===== src/rtl/imem_loader_pkg.sv =====
// Shared types and constants for the instruction-memory boot loader.
// Holds the loader state encoding, default memory geometry and header width.
package imem_loader_pkg;

    localparam int unsigned DEF_ADDR_W = 10;
    localparam int unsigned HDR_W      = 16;
    localparam int unsigned BYTE_W     = 8;
    localparam int unsigned WORD_W     = 32;

    typedef enum logic [2:0] {
        ST_LEN_HI = 3'd0,
        ST_LEN_LO = 3'd1,
        ST_DATA   = 3'd2,
        ST_WRITE  = 3'd3,
        ST_DONE   = 3'd4,
        ST_ERR    = 3'd5
    } state_t;

    // A header larger than the memory depth cannot be loaded.
    function automatic logic hdr_too_big(input logic [HDR_W-1:0] n, input int unsigned addr_w);
        return 32'(n) > (32'd1 << addr_w);
    endfunction

endpackage


===== src/rtl/byte_packer.sv =====
// Assembles four stream bytes MSB-first into one 32-bit instruction word.
// word_ready_c flags the accept cycle that completes a word.
module byte_packer
    import imem_loader_pkg::*;
(
    input  logic              clk,
    input  logic              rst,
    input  logic              shift_en,
    input  logic [BYTE_W-1:0] data,
    output logic [WORD_W-1:0] word,
    output logic              word_ready_c
);

    logic [1:0] cnt;

    always_ff @(posedge clk) begin
        if (rst) begin
            cnt  <= 2'd0;
            word <= '0;
        end else if (shift_en) begin
            word <= {word[WORD_W-BYTE_W-1:0], data};
            cnt  <= cnt + 2'd1;
        end
    end

    assign word_ready_c = shift_en && (cnt == 2'd3);

endmodule


===== src/rtl/imem_loader.sv =====
// Boot loader: parses a length-prefixed byte stream into instruction-memory
// writes and holds the processor in reset until the image is complete.
module imem_loader
    import imem_loader_pkg::*;
#(
    parameter int unsigned ADDR_W = DEF_ADDR_W
) (
    input  logic              clk,
    input  logic              rst,
    input  logic              in_valid,
    input  logic [7:0]        in_data,
    output logic              in_ready,
    output logic              imem_we,
    output logic [ADDR_W-1:0] imem_addr,
    output logic [31:0]       imem_wdata,
    output logic              cpu_rst,
    output logic              busy,
    output logic              done,
    output logic              err,
    output logic [ADDR_W:0]   words_loaded
);

    localparam int unsigned CNT_W = ADDR_W + 1;

    state_t            state;
    logic [BYTE_W-1:0] len_hi;
    logic [CNT_W-1:0]  len;
    logic [ADDR_W-1:0] index;
    logic [HDR_W-1:0]  hdr;
    logic              fire;
    logic              shift_en;
    logic              word_ready_c;

    assign hdr       = {len_hi, in_data};
    assign in_ready  = !rst && (state == ST_LEN_HI || state == ST_LEN_LO || state == ST_DATA);
    assign fire      = in_valid && in_ready;
    assign shift_en  = fire && (state == ST_DATA);
    assign imem_addr = index;

    byte_packer u_packer (
        .clk          (clk),
        .rst          (rst),
        .shift_en     (shift_en),
        .data         (in_data),
        .word         (imem_wdata),
        .word_ready_c (word_ready_c)
    );

    // Loader FSM; status outputs are registered against the destination state.
    always_ff @(posedge clk) begin
        if (rst) begin
            state        <= ST_LEN_HI;
            len_hi       <= '0;
            len          <= '0;
            index        <= '0;
            words_loaded <= '0;
            imem_we      <= 1'b0;
            cpu_rst      <= 1'b1;
            busy         <= 1'b0;
            done         <= 1'b0;
            err          <= 1'b0;
        end else begin
            imem_we <= 1'b0;
            case (state)
                ST_LEN_HI: begin
                    if (fire) begin
                        len_hi <= in_data;
                        busy   <= 1'b1;
                        state  <= ST_LEN_LO;
                    end
                end
                ST_LEN_LO: begin
                    if (fire) begin
                        if (hdr == '0) begin
                            busy    <= 1'b0;
                            done    <= 1'b1;
                            cpu_rst <= 1'b0;
                            state   <= ST_DONE;
                        end else if (hdr_too_big(hdr, ADDR_W)) begin
                            busy  <= 1'b0;
                            err   <= 1'b1;
                            state <= ST_ERR;
                        end else begin
                            len   <= CNT_W'(hdr);
                            state <= ST_DATA;
                        end
                    end
                end
                ST_DATA: begin
                    if (word_ready_c) begin
                        imem_we <= 1'b1;
                        state   <= ST_WRITE;
                    end
                end
                ST_WRITE: begin
                    // The index wraps only after the final word, so it is never reused.
                    index        <= index + ADDR_W'(1);
                    words_loaded <= words_loaded + CNT_W'(1);
                    if (words_loaded + CNT_W'(1) == len) begin
                        busy    <= 1'b0;
                        done    <= 1'b1;
                        cpu_rst <= 1'b0;
                        state   <= ST_DONE;
                    end else begin
                        state <= ST_DATA;
                    end
                end
                ST_DONE: state <= ST_DONE;
                ST_ERR:  state <= ST_ERR;
                default: state <= ST_LEN_HI;
            endcase
        end
    end

endmodule


===== config.mk =====
export PLATFORM = sky130hd
export DESIGN_NAME = imem_loader
export DESIGN_NICKNAME = d
export VERILOG_FILES = /design/src/rtl/imem_loader_pkg.sv /design/src/rtl/byte_packer.sv /design/src/rtl/imem_loader.sv
export SDC_FILE = /design/constraint.sdc
export NUM_CORES = 1
export LEC_CHECK = 0
export ABC_AREA = 1
export CORE_ASPECT_RATIO = 1.75
export CORE_MARGIN = 3
export CORE_UTILIZATION = 34
export DETAILED_ROUTE_END_ITERATION = 6
export PLACE_DENSITY_LB_ADDON = 0.25
export SLEW_MARGIN = 40
export SYNTH_ARGS = -nofsm -noshare
export SYNTH_HDL_FRONTEND = slang
export SYNTH_SLANG_ARGS = --single-unit

===== constraint.sdc =====
create_clock -name clk -period 3.9 [get_ports clk]
set_input_delay 0.975 -clock clk [delete_from_list [all_inputs] [get_ports clk]]
set_output_delay 0.975 -clock clk [all_outputs]
set_load 0.005 [all_outputs]

==> qor.tcl <==
set qor(outcome) {finished clean}
set qor(synth_largest_type_area_fraction_pct) 44.47
set qor(cts.path.max_buffers) 2
set qor(worst_skew_pair_later_pin_latency_ps) 330
set qor(grt_max_degree) 43
set qor(critPathCaptureType) {primary output}
set qor(worst_setup_slack_after_placement_ps) 790.0
set qor(gp_routability_congestion) 0.8130
set qor(relSlewSlack_pct) 59.19
set qor(dieArea_um2) 12190
set qor(yosysUniqueCellTypes) 36
set qor(number_of_optimization_iterations_in_the_first_detailed_route_pass) 4
set qor(dieWidth_um) 84.76
set qor(ir_drop_uv) 252.4
set qor(synth.ff_latch_count) 82
set qor(power_uw) 1859
set qor(yosys_warnings) 0
set qor(share_of_layout_cells_above_drive_strength_1_pct) 8.319
set qor(timing.final.max_slew_violations) 0
set qor(routed_via_density) 4.728
set qor(cell_with_the_largest_stage_delay_on_the_worst_path) {sky130_fd_sc_hd__clkdlybuf4s50_1}
set qor(final.period_utilization_pct) 79.57
set qor(cp_cell_sequence) {clkdlybuf4s50_1, a211oi_2, clkdlybuf4s50_1}
set qor(timing.max_cap.violations) 0
set qor(crit_path_frequent_cell) {sky130_fd_sc_hd__clkdlybuf4s50_1}
set qor(critical_path_arrival_ps) 2130
set qor(routed_wirelength_um) 9205
set qor(post_layout_nonfiller_instances) 716
set qor(synthDominantAreaCellType) {sky130_fd_sc_hd__dfxtp_1}
set qor(place.detailed.instances) 700
set qor(first_global_vias) 3283
set qor(min_delay_path_class) {flop to flop}
set qor(syn_area_per_cell_um2) 7.085
set qor(cts_tree) {yes}
set qor(post-route-min-period_ps) 3103
set qor(design.portCount) 70
set qor(grtUsageTotal_pct) 15.78
set qor(setup_ws_ps) 796.8
set qor(antenna_cells_inserted) 0
set qor(dp_hpwl_um) 6783
set qor(netlist_instances) 521
set qor(cts.sinks) 82
set qor(via_count) 3385
set qor(max_slew.worst_pin.slew_ps) 611.5
set qor(synth-seq-area-share_pct) 44.47
set qor(setup_tns_ps) 0
set qor(grt_antenna_before_repair) 0
set qor(synth_area_um2) 3691
set qor(timing.hold.ws_ps) 446.8
set qor(cpPeakStageDelay_ps) 540
set qor(drc_errors) 0
set qor(cts_max_level) 3
set qor(floorplan.rows) 49
set qor(sequential_area_um2) 1642
set qor(grt_remaining_overflow) 0
set qor(fmax_ghz) 0.3223
set qor(cellPowerDensity_nw_per_um2) 387.0
set qor(netlist_top_cells_area) {sky130_fd_sc_hd__dfxtp_1, sky130_fd_sc_hd__nor2_1, sky130_fd_sc_hd__o21ai_0}
set qor(coreArea_um2) 10420
set qor(ctsResizeCount) 0
set qor(worst_setup_start_kind) {primary input}
set qor(drt_first_iter_violations) 127
set qor(grt_setup_unrepaired) {no}
set qor(finClkSkew_ps) 6.706
set qor(postSynthNetCount) 535
set qor(critical_path.max_fanout) 2
set qor(postRouteAntennaNets) 0
set qor(initial_core_util_pct) 35.41
set qor(grt_pass1_wl_um) 15670
set qor(leakage_uw) 0.002021
set qor(filler_cell_count) 1073
set qor(synth-main-ff-cell) {sky130_fd_sc_hd__dfxtp_1}
set qor(required_ps) 2920
set qor(io_buffer_count) 69
set qor(clk_root_buffer_cell) {sky130_fd_sc_hd__clkbuf_16}
set qor(fin_nets) 598
set qor(class_of_the_most_critical_setup_path) {primary input to primary output}
set qor(tritoncts.num_buffers) 9
set qor(multi_input_area_um2) 1673
set qor(route.detailed.wl_per_inst_um) 12.86
set qor(timing_hold_violations_final) 0
set qor(synth-edff-count) 0
set qor(chipHeight_um) 143.8
set qor(clk_transition_reported_paths_ps) 60
set qor(post_cts_hold_buffer_count) 0
set qor(number_of_buffers_inserted_by_post_cts_setup_repair) 0
set qor(areaGrowthSynthToFinish_pct) 30.17
set qor(asyncSetResetFlopFracSynth_pct) 0
set qor(setup-violations-final) 0
-- area by class of cell --
class / count / area share, %
sequential: 82 / 34.17
clock inverter: 3 / 0.9635
clock buffer: 13 / 5.625
inverter: 73 / 5.703
multi-input combinational: 344 / 34.82
timing repair buffer: 74 / 15.42
tap: 127 / 3.307
-- sequential cells by signal (all words and copies together) (netlist names), 2 cells and up --
| register | count |
|---|---|
| imem_addr | 10 |
| len | 11 |
| u_packer.cnt | 2 |
| u_packer.word | 32 |
| words_loaded | 11 |
| len_hi | 8 |
| state | 3 |
-- kinds of logic (layout without fill, tap and decap cells) --
logic type | count (synthesis) | after routing | synth area share, %
compound gates | 120 | 120 | 17.39
fa+ha+maj | 3 | 3 | 1.017
buf+inv | 95 | 163 | 10.20
flops | 82 | 82 | 44.47
simple gates | 221 | 221 | 26.92
-- cells in the mapped netlist, types with 6 or more instances --
master / count
sky130_fd_sc_hd__nand3_1: 33
sky130_fd_sc_hd__nand2_1: 73
sky130_fd_sc_hd__a21oi_1: 46
sky130_fd_sc_hd__nor2_2: 9
sky130_fd_sc_hd__inv_1: 71
sky130_fd_sc_hd__buf_2: 7
sky130_fd_sc_hd__clkbuf_1: 11
sky130_fd_sc_hd__nand2_2: 6
sky130_fd_sc_hd__dfxtp_1: 82
sky130_fd_sc_hd__nand4_1: 6
sky130_fd_sc_hd__nor2_1: 80
sky130_fd_sc_hd__o21ai_0: 56
-- power by group --
part / internal [uW] / leakage [uW] / switching (uW) / total (uW)
clock network: 550 / 0.000152 / 331 / 881
logic: 46.6 / 0.00121 / 71.2 / 118
registers: 852 / 0.000662 / 9.17 / 861
-- per-stage QoR --
stage          utilization [%]  area (um^2)
4_1_cts                  46.10         4805
5_1_grt                  46.10         4805
6_report                 46.10         4805
3_5_place_dp             43.06         4488
2_1_floorplan                -         3691
3_3_place_gp             43.06         4488
-- routing by layer --
layer	vias up	share of wire (%)	global-route usage (%)
met2	59	51	27.96
li1	1800	-	-
met4	0	2.9	6.672
met5	-	0	0
met3	21	4.3	4.647
met1	1505	41	17.42
-- critical path: cells and delay by family --
family                 cells  cell delay (ps)
AO/OA/AOI/OAI              1              180
buffers and inverters      2              980
-- final timing paths --
kind                  from      endpoint  slack, ps  cells after the start
setup / recovery       rst      in_ready        800                      3
setup reg to reg  state[0]  imem_addr[9]       1820                     11
hold / removal     cpu_rst       cpu_rst        450                      2
hold reg to reg    cpu_rst       cpu_rst        450                      2
-- cell usage in the layout, fill, tap and decap left out, types with 3 or more instances in the layout --
cell type                         count
sky130_fd_sc_hd__nor2_1              80
sky130_fd_sc_hd__nand4_1              6
sky130_fd_sc_hd__nand2_1             73
sky130_fd_sc_hd__nor3_1               4
sky130_fd_sc_hd__buf_4                4
sky130_fd_sc_hd__nand2_2              6
sky130_fd_sc_hd__a21oi_1             46
sky130_fd_sc_hd__inv_1               71
sky130_fd_sc_hd__ha_1                 3
sky130_fd_sc_hd__clkdlybuf4s50_1     69
sky130_fd_sc_hd__clkbuf_16            9
sky130_fd_sc_hd__o21ai_1              4
sky130_fd_sc_hd__nand3_1             33
sky130_fd_sc_hd__o21ai_0             56
sky130_fd_sc_hd__nand3_2              4
sky130_fd_sc_hd__clkbuf_8             3
sky130_fd_sc_hd__dfxtp_1             82
sky130_fd_sc_hd__nor2_2               9
Power figures use the tool's default switching activity.
